## src/rtl/ad_bus_arb_pkg.sv

```systemverilog
// Shared types and defaults for the AD register-bus arbiter.
package ad_bus_arb_pkg;

    typedef enum logic {
        ARB_IDLE  = 1'b0,
        ARB_GRANT = 1'b1
    } arb_state_t;

    localparam int TIMEOUT_DEFAULT = 2000000;

endpackage

```

## src/rtl/ad_bus_arb_rr_pick.sv

```systemverilog
// Round-robin winner selection: the first set request at or after last_gnt+1.
module rr_pick #(
    parameter int NREQ = 3,
    parameter int IW   = 2
) (
    input  logic [NREQ-1:0] req,
    input  logic [IW-1:0]   last_gnt,
    output logic [NREQ-1:0] win
);

    // Scan from the farthest offset down so the nearest requester overwrites.
    always_comb begin
        win = '0;
        for (int unsigned i = NREQ; i >= 1; i--) begin
            if (req[(32'(last_gnt) + i) % NREQ]) begin
                win = NREQ'(1) << ((32'(last_gnt) + i) % NREQ);
            end
        end
    end

endmodule

```

## src/rtl/ad_bus_arb.sv

```systemverilog
// Shares the AD-chip register-access port among NREQ requesters with
// round-robin arbitration, burst locking until last, and a response timeout.
module ad_bus_arb
    import ad_bus_arb_pkg::*;
#(
    parameter int NREQ    = 3,
    parameter int TIMEOUT = TIMEOUT_DEFAULT
) (
    input  logic              clk,
    input  logic              rst,
    input  logic [NREQ-1:0]   rq_req,
    input  logic [NREQ-1:0]   rq_wr,
    input  logic [NREQ-1:0]   rq_last,
    input  logic [8*NREQ-1:0] rq_addr,
    input  logic [8*NREQ-1:0] rq_wrdata,
    output logic [NREQ-1:0]   rq_ack,
    output logic [NREQ-1:0]   rq_err,
    output logic [7:0]        rq_rddata,
    output logic [NREQ-1:0]   gnt,
    output logic [7:0]        adaddr,
    output logic [7:0]        adwrdata,
    output logic              adreq,
    output logic              adwr,
    output logic              adlast,
    input  logic [7:0]        adrddata,
    input  logic              adack,
    input  logic              aderr,
    output logic [7:0]        tmo_cnt
);

    localparam int IW = (NREQ > 1) ? $clog2(NREQ) : 1;
    localparam int CW = $clog2(TIMEOUT + 1);

    arb_state_t      state, state_next;
    logic [IW-1:0]   g_idx, last_gnt, pick_idx;
    logic [NREQ-1:0] pick;
    logic [CW-1:0]   to_cnt;
    logic            ev_ack, ev_done, ev_tmo;

    rr_pick #(
        .NREQ (NREQ),
        .IW   (IW)
    ) u_pick (
        .req      (rq_req),
        .last_gnt (last_gnt),
        .win      (pick)
    );

    always_comb begin
        pick_idx = '0;
        for (int unsigned i = 0; i < NREQ; i++) begin
            if (pick[i]) pick_idx = IW'(i);
        end
    end

    assign rq_rddata = adrddata;

    // Error beats ack; abort and timeout only apply when the bus is silent.
    always_comb begin
        state_next = state;
        adaddr     = '0;
        adwrdata   = '0;
        adreq      = 1'b0;
        adwr       = 1'b0;
        adlast     = 1'b1;
        rq_ack     = '0;
        rq_err     = '0;
        ev_ack     = 1'b0;
        ev_done    = 1'b0;
        ev_tmo     = 1'b0;
        case (state)
            ARB_IDLE: begin
                if (|rq_req) state_next = ARB_GRANT;
            end
            ARB_GRANT: begin
                adaddr   = rq_addr[32'(g_idx)*8 +: 8];
                adwrdata = rq_wrdata[32'(g_idx)*8 +: 8];
                adreq    = rq_req[g_idx];
                adwr     = rq_wr[g_idx];
                adlast   = rq_last[g_idx];
                if (aderr) begin
                    rq_err[g_idx] = 1'b1;
                    ev_done       = 1'b1;
                end else if (adack) begin
                    rq_ack[g_idx] = 1'b1;
                    ev_ack        = 1'b1;
                    ev_done       = rq_last[g_idx];
                end else if (!rq_req[g_idx]) begin
                    state_next = ARB_IDLE;
                end else if (to_cnt == CW'(TIMEOUT - 1)) begin
                    rq_err[g_idx] = 1'b1;
                    ev_tmo        = 1'b1;
                    ev_done       = 1'b1;
                end
                if (ev_done) state_next = ARB_IDLE;
            end
            default: state_next = ARB_IDLE;
        endcase
    end

    always_ff @(posedge clk or posedge rst) begin
        if (rst) begin
            state    <= ARB_IDLE;
            gnt      <= '0;
            g_idx    <= '0;
            last_gnt <= IW'(NREQ - 1);
            to_cnt   <= '0;
            tmo_cnt  <= '0;
        end else begin
            state <= state_next;
            if (state == ARB_IDLE) begin
                if (state_next == ARB_GRANT) begin
                    gnt    <= pick;
                    g_idx  <= pick_idx;
                    to_cnt <= '0;
                end
            end else begin
                if (state_next == ARB_IDLE) gnt <= '0;
                if (ev_done) last_gnt <= g_idx;
                if (ev_ack) to_cnt <= '0;
                else if (adreq) to_cnt <= to_cnt + CW'(1);
                if (ev_tmo && tmo_cnt != '1) tmo_cnt <= tmo_cnt + 8'd1;
            end
        end
    end

endmodule
```

## config.mk

```make
export PLATFORM = sky130hd
export DESIGN_NAME = ad_bus_arb
export DESIGN_NICKNAME = d
export VERILOG_FILES = /design/src/rtl/ad_bus_arb_pkg.sv /design/src/rtl/ad_bus_arb_rr_pick.sv /design/src/rtl/ad_bus_arb.sv
export SDC_FILE = /design/constraint.sdc
export NUM_CORES = 1
export LEC_CHECK = 0
export BUFFER_PORTS_ARGS = -buffer_cell sky130_fd_sc_hd__clkbuf_2
export CORE_UTILIZATION = 49
export DETAILED_ROUTE_END_ITERATION = 8
export PLACE_DENSITY = 0.89
export SLEW_MARGIN = 0
export SYNTH_ARGS = -nofsm -noshare
export SYNTH_HDL_FRONTEND = slang
export SYNTH_SLANG_ARGS = --single-unit
```

## constraint.sdc

```tcl
create_clock -name clk -period 2.65 [get_ports clk]
set_input_delay 0.3975 -clock clk [delete_from_list [all_inputs] [get_ports clk]]
set_output_delay 0.3975 -clock clk [all_outputs]
set_load 0.02 [all_outputs]
```

==> results of run 1 <==
kinds of logic (layout without fill, tap and decap cells):
| kind of cell | after synthesis | after routing | share of synthesized area [%] |
|---|---|---|---|
| AO/OA/AOI/OAI | 66 | 66 | 14.3 |
| XOR/XNOR | 19 | 19 | 6.15 |
| adder cells (fa/ha/maj) | 6 | 6 | 2.77 |
| buffers and inverters | 36 | 135 | 6.15 |
| flip-flops | 37 | 37 | 34.3 |
| multiplexers | 28 | 28 | 10.5 |
| AND/OR/NAND/NOR | 143 | 143 | 25.9 |
worst max path at each step:
| stage | to | cells past startpoint | startpoint | slack [ps] |
|---|---|---|---|---|
| floorplan | rq_err[0] | 5 | to_cnt[9]$_DFFE_PP0P_ | 60 |
| global placement | rq_err[0] | 7 | adack | 120 |
| detailed placement | rq_err[0] | 7 | adack | 20 |
| CTS | rq_err[0] | 8 | to_cnt[1]$_DFFE_PP0P_ | -30 |
| global route | rq_err[0] | 6 | to_cnt[8]$_DFFE_PP0P_ | -140 |
| finish | rq_err[1] | 6 | to_cnt[8]$_DFFE_PP0P_ | -70 |
where the power goes:
group / switching [mW] / internal [mW]
logic: 1.09 / 0.695
clock network: 0.203 / 0.374
registers: 0.0833 / 0.641
metal layers:
layer	wire, um	track usage, %
met5	0	0
met4	121	8.27
met3	428	5.99
met2	3710	43.7
met1	2880	29.4
registers in the layout, summed over array words and instances, names as in the netlist:
| name | cells |
|---|---|
| g_idx | 2 |
| to_cnt | 21 |
| state | 1 |
| last_gnt | 2 |
| gnt | 3 |
| tmo_cnt | 8 |
cells in the final DEF, fill, tap and decap left out, types with 2 or more instances in the layout:
cell,netlist,layout
a21oi_1,27,27
a22oi_1,2,2
and3_1,3,3
and4_1,2,2
buf_4,8,24
bufinv_16,0,2
clkbuf_2,0,93
clkbuf_8,0,5
dfrtp_1,36,36
ha_1,6,5
inv_1,10,10
mux2_2,3,3
mux2i_1,25,25
nand2_1,18,18
nand2b_1,4,4
nand3_1,11,11
nand3b_1,2,2
nand4_1,7,7
nor2_1,60,59
nor2_2,2,2
nor3_1,12,11
nor4_1,4,3
o21a_1,2,2
o21ai_0,19,18
o22ai_1,3,3
o31ai_1,4,4
or2_2,4,4
or3_1,4,4
or4_4,2,3
xnor2_1,12,12
xor2_1,7,7
cell type report:
type,instances,area (um2)
fill,426,1720
multi-input combinational,262,1650
sequential,37,927
timing repair buffer,117,646
tap,70,87.6
clock buffer,5,68.8
clock inverter,3,65.1
inverter,10,37.5
worst register-to-register path, cell delays in order, from the launching register on:
cell and delay, ps:
dfrtp_1 390, or4_4 540, or4_4 550, buf_4 160
o21ai_0 420, mux2_2 390
timing repair:
item | 4_1_cts | 5_1_grt
setup endpoints to repair | 3 | 3
setup buffers | 5 | 3
pin swaps | 3 | 5
gates resized for setup | 7 | 8
endpoints found under the hold margin | 0 | 0
gates cloned | 0 | 0
==> metrics.cfg, run 1 <==
[run_status]
outcome = finished with violations
violations = negative setup slack

[timing]
worst_slack_ps = -71.2
maxSlewHeadroom_pct = 59.7
fin_skew_ps = 9.77
hold_violations = 0
fmax_mhz = 367
drv_slew = 0
tightest_slew_ps = 605
rsz0062_at_grt = true
period_share_pct = 103
setup_viol = 3
whs_ps = 182
finalSetupTns_ps = -156
layout_min_cycle_time_ps = 2720

[drt]
drcViolationCount = 0
viasPerCell = 5.52
drt-wirelength-per-cell_um = 14.2
vias = 2781
drt-pass1-iter-count = 4
ant_nets = 0
wl_mm = 7.14
drt_iter0_drc = 89

[floorplanning]
num_rows = 26
pin_count = 113
die_h_um = 76.3
core_area_mm2 = 0.00520
start_util_pct = 52.0
die_area_mm2 = 0.00582
die_w_um = 76.3

[logic_synthesis]
synth_area_per_cell_um2 = 8.08
synth_seq_area_share_pct = 34.3
syn_nets = 410
yosys_warnings = 0
synth_top_cell_by_area = dfrtp_1
synthCells = 335
ys_ff_latch = 37
synth.area.top_cells = dfrtp_1 33%, mux2i_1 9.2%, nor2_1 8.3%, a21oi_1 5.0%, xnor2_1 3.9%
yosys.area.top_type_share_pct = 33.3
yosys.cell_types.count = 48
synth_edf_count = 0
synthMostInstantiatedCell = nor2_1
ys_async_sr_fraction_pct = 100
synth_area_mm2 = 0.00271
netlist_top_cells_count = 60 x nor2_1, 36 x dfrtp_1, 27 x a21oi_1
synth-main-ff-cell = dfrtp_1

[cts]
clock-root-buffer = clkbuf_8
cts_buffers = 5
cts_tree = yes
cts.sinks = 37
clkLatencyLatePin_ps = 300
hold_buffers = 0
h-tree-depth = 2
clk_pin_slew_worst_paths_ps = 80
cts_buffer_depth = 2

[pwr]
power.leakage_nw = 1.68
power.total_mw = 3.09
cellPowerDensity_mw_per_mm2 = 887
max-vdd-ir-drop_mv = 0.619

[layout]
drive_gt1_share_pct = 33.6
antenna_cells = 0
design_area_mm2 = 0.00348
final_cells = 504
area_growth_pct = 28.6
nNetsFinal = 508
post-route-util_pct = 66.9

[setup_path]
worstPathArrival_ps = 2320
path_common_cell = or4_4
cp_num_buf_inv = 1
cp_cell_sequence = or4_4 > or4_4 > nor2_4 > o21ai_4 > nor2_1 > buf_4
crit_fanout = 3
required_ps = 2250
r2r-start = to_cnt[8]$_DFFE_PP0P_
r2r_cells = 5
crit_path_end_kind = output pin
worst-setup-path-type = flop to output pin
timing.rr.end = last_gnt[0]$_DFFE_PP0P_
slowest_delay_ps = 550
path_delay_family = simple AND/OR/NAND/NOR gates
r2r_slack_ps = 70
cpMaxStageDelayCell = or4_4
setup.worst_path.start_class = flop

[grt]
grt.overflow.total = 0
grt_max_degree = 38
grt_usage_pct = 24.8
grt_pass1_vias = 2597
antenna_found_initial = 0
grt_pass1_wl_mm = 11.8

[min_path]
min_path_type = input pin to async pin

[place]
dp.cells = 488
io_buffer_count = 96
gp_congestion = 0.875
placed_cell_area_mm2 = 0.00324
preCtsSetupSlack_ps = 19.3
hpwl_mm = 5.25

[flow_run]
max-cap-violations = 0

No activity file was read; power rests on OpenSTA's default activity.
==> inputs of run 2 (changes only) <==
--- a/config.mk
+++ b/config.mk
@@ -5,10 +5,12 @@
 export SDC_FILE = /design/constraint.sdc
 export NUM_CORES = 1
 export LEC_CHECK = 0
+export ABC_AREA = 1
 export BUFFER_PORTS_ARGS = -buffer_cell sky130_fd_sc_hd__clkbuf_2
-export CORE_UTILIZATION = 49
+export CORE_UTILIZATION = 50
 export DETAILED_ROUTE_END_ITERATION = 8
 export PLACE_DENSITY = 0.89
+export SETUP_SLACK_MARGIN = 0.02
 export SLEW_MARGIN = 0
 export SYNTH_ARGS = -nofsm -noshare
 export SYNTH_HDL_FRONTEND = slang
==> metrics.cfg, run 2 <==
[run_status]
outcome = finished, final reports clean

[drt]
ant_nets = 0  ; unchanged
drcViolationCount = 0  ; unchanged
viasPerCell = 5.22  ; -5.4%
wl_mm = 7.47  ; +4.7%
drt_iter0_drc = 155  ; +74%
drt-wirelength-per-cell_um = 12.4  ; -13%
drt-pass1-iter-count = 4  ; unchanged
vias = 3149  ; +13%

[floorplanning]
core_area_mm2 = 0.00557  ; +7.1%
pin_count = 113  ; unchanged
num_rows = 27  ; +3.8%
die_area_mm2 = 0.00617  ; +6.0%
die_h_um = 78.6  ; +3.0%
start_util_pct = 52.6  ; +0.60 points
die_w_um = 78.6  ; +3.0%

[grt]
grt_pass1_wl_mm = 12.2  ; +3.5%
grt_pass1_vias = 2915  ; +12%
grt_usage_pct = 24.7  ; -0.10 points
grt.overflow.total = 0  ; unchanged
grt_max_degree = 38  ; unchanged
antenna_found_initial = 0  ; unchanged

[place]
hpwl_mm = 5.93  ; +13%
io_buffer_count = 96  ; unchanged
gp_congestion = 0.874  ; -0.17%
dp.cells = 596  ; +22%

[layout]
area_growth_pct = 19.0
nNetsFinal = 606  ; +19%
antenna_cells = 0  ; unchanged
final_cells = 603  ; +20%
drive_gt1_share_pct = 25.4  ; -8.2 points
largest_reg_flops = 21  ; unchanged
final_cell_mix = 135 x nand2_1, 96 x clkbuf_2, 67 x inv_1
final_common_cell = nand2_1
top_register = to_cnt
largest_registers = to_cnt (21), tmo_cnt (8), gnt (3)

[cts]
cts.sinks = 37  ; unchanged
cts_tree = yes
clock-root-buffer = clkbuf_8
clkLatencyLatePin_ps = 290  ; about the same
h-tree-depth = 2  ; unchanged
hold_buffers = 0  ; unchanged
cts_setup_buffers = 0  ; -5
cts_resized = 0  ; -7
cts_buffers = 5  ; unchanged
cts_buffer_depth = 2  ; unchanged
clk_pin_slew_worst_paths_ps = 70  ; about the same

[timing]
fin_skew_ps = 6.60  ; -3.16 ps
fmax_mhz = 434  ; +18%
rsz0062_at_grt = false
drv_slew = 0  ; unchanged
maxSlewHeadroom_pct = 62.8  ; +3.1 points
period_share_pct = 87.0  ; -16 points
tightest_slew_ps = 556  ; -49.3 ps
finalSetupTns_ps = 0  ; +156 ps
setup_viol = 0  ; -3
hold_violations = 0  ; unchanged
layout_min_cycle_time_ps = 2310  ; -415 ps

[logic_synthesis]
yosys.area.top_type_share_pct = 30.7  ; -2.6 points
yosys_warnings = 0  ; unchanged
synth.area.top_cells = dfrtp_1 31%, nand2_1 17%, inv_1 8.6%, nand3_1 6.0%, nor2_1 4.1%
ys_ff_latch = 37  ; unchanged
synth_seq_area_share_pct = 31.6  ; -2.6 points
netlist_top_cells_count = 135 x nand2_1, 67 x inv_1, 36 x dfrtp_1
syn_nets = 517  ; +26%
synth_area_per_cell_um2 = 6.63  ; -18%
synth_top_cell_by_area = dfrtp_1
synth_area_mm2 = 0.00293  ; +8.3%
synth_edf_count = 0  ; unchanged
ys_async_sr_fraction_pct = 100  ; unchanged
yosys.cell_types.count = 40  ; -17%
synthCells = 442  ; +32%
synth-main-ff-cell = dfrtp_1
synthMostInstantiatedCell = nand2_1

[setup_path]
required_ps = 2250  ; about the same
crit_path_end_kind = output pin
crit_fanout = 4  ; +1
worstPathArrival_ps = 1910  ; -410 ps
worst-setup-path-type = flop to output pin
r2r-start = state$_DFF_PP0_
setup.worst_path.start_class = flop
crit_start = to_cnt[0]$_DFFE_PP0P_

[pwr]
power.total_mw = 2.88  ; -6.8%
power.leakage_nw = 1.88  ; +12%
max-vdd-ir-drop_mv = 0.671  ; +8.4%
cellPowerDensity_mw_per_mm2 = 825  ; -7.0%

[flow_run]
max-cap-violations = 0  ; unchanged

[min_path]
min_path_type = input pin to async pin

==> run 2: cell count changes after synthesis, sizes merged, moves of 5 or more <==
cell	delta
nand2	+123
inv	+60
mux2i	-25
nand3	+25
nor2	-24
a21oi	-10
clkbuf	-10
xnor2	-9
a22oi	+5
==> run 2: cell families (layout without fill, tap and decap cells) <==
| family | Yosys count | in the layout | synth area share [%] |
|---|---|---|---|
| flip-flops | 37 | 37 | 31.6 |
| XOR/XNOR | 10 | 10 | 2.99 |
| AO/OA/AOI/OAI | 57 | 57 | 12.2 |
| buffers and inverters | 89 | 178 | 13.5 |
| AND/OR/NAND/NOR | 243 | 243 | 37.0 |
| adder cells (fa/ha/maj) | 6 | 6 | 2.56 |
==> run 2: final cells by class <==
class	count	area (um2)
fill	514	2090
multi-input combinational	316	1610
sequential	37	927
timing repair buffer	100	510
inverter	71	267
tap	72	90.1
clock buffer	7	86.3
==> run 2: critical path, cell delays in order (launching register included) <==
cell and delay (ps):
dfrtp_1 370, ha_1 190, nand3_1 150, nor3_2 250
nand3_1 180, nand2_1 100, nand2_1 80, nor2_1 120
clkbuf_2 190
==> run 2: power by group <==
part | switching (mW) | internal, mW | leakage [nW]
registers | 0.0781 | 0.642 | 0.496
logic | 1.19 | 0.569 | 1.34
clock network | 0.189 | 0.206 | 0.0443
==> run 2: worst paths after layout <==
check / to / slack [ps] / cells past startpoint
worst min-delay path: to_cnt[18]$_DFFE_PP0P_ / 190 / 3
min in group clk: tmo_cnt[2]$_DFFE_PP0P_ / 500 / 4
worst min register to register: to_cnt[1]$_DFFE_PP0P_ / 520 / 2
worst max-delay path: rq_err[0] / 340 / 8
worst max register to register: tmo_cnt[0]$_DFFE_PP0P_ / 710 / 4
max in group asynchronous: last_gnt[1]$_DFFE_PP1P_ / 2100 / 3
==> run 2: layer usage <==
metal  global-route usage [%]  vias up  part of all wire [%]  routed length (um)
met5                        0        -                     0                   0
li1                         -     1577                     -                   -
met1                     28.5     1444                    42                3180
met4                     8.33        0                   1.2                  88
met2                     45.1      120                    50                3760
met3                     4.77        8                   6.0                 445
==> run 2: stage by stage <==
step / worst slack [ps] / area (um2) / util [%] / hold WS [ps]
3_3_place_gp: 708 / 3400 / 61.0 / 489
5_1_grt: 139 / 3490 / 62.6 / 253
4_1_cts: 346 / 3490 / 62.6 / 205
3_5_place_dp: 665 / 3400 / 61.0 / 503
2_1_floorplan: 746 / 2930 / - / 475
6_report: 344 / 3490 / 62.6 / 192
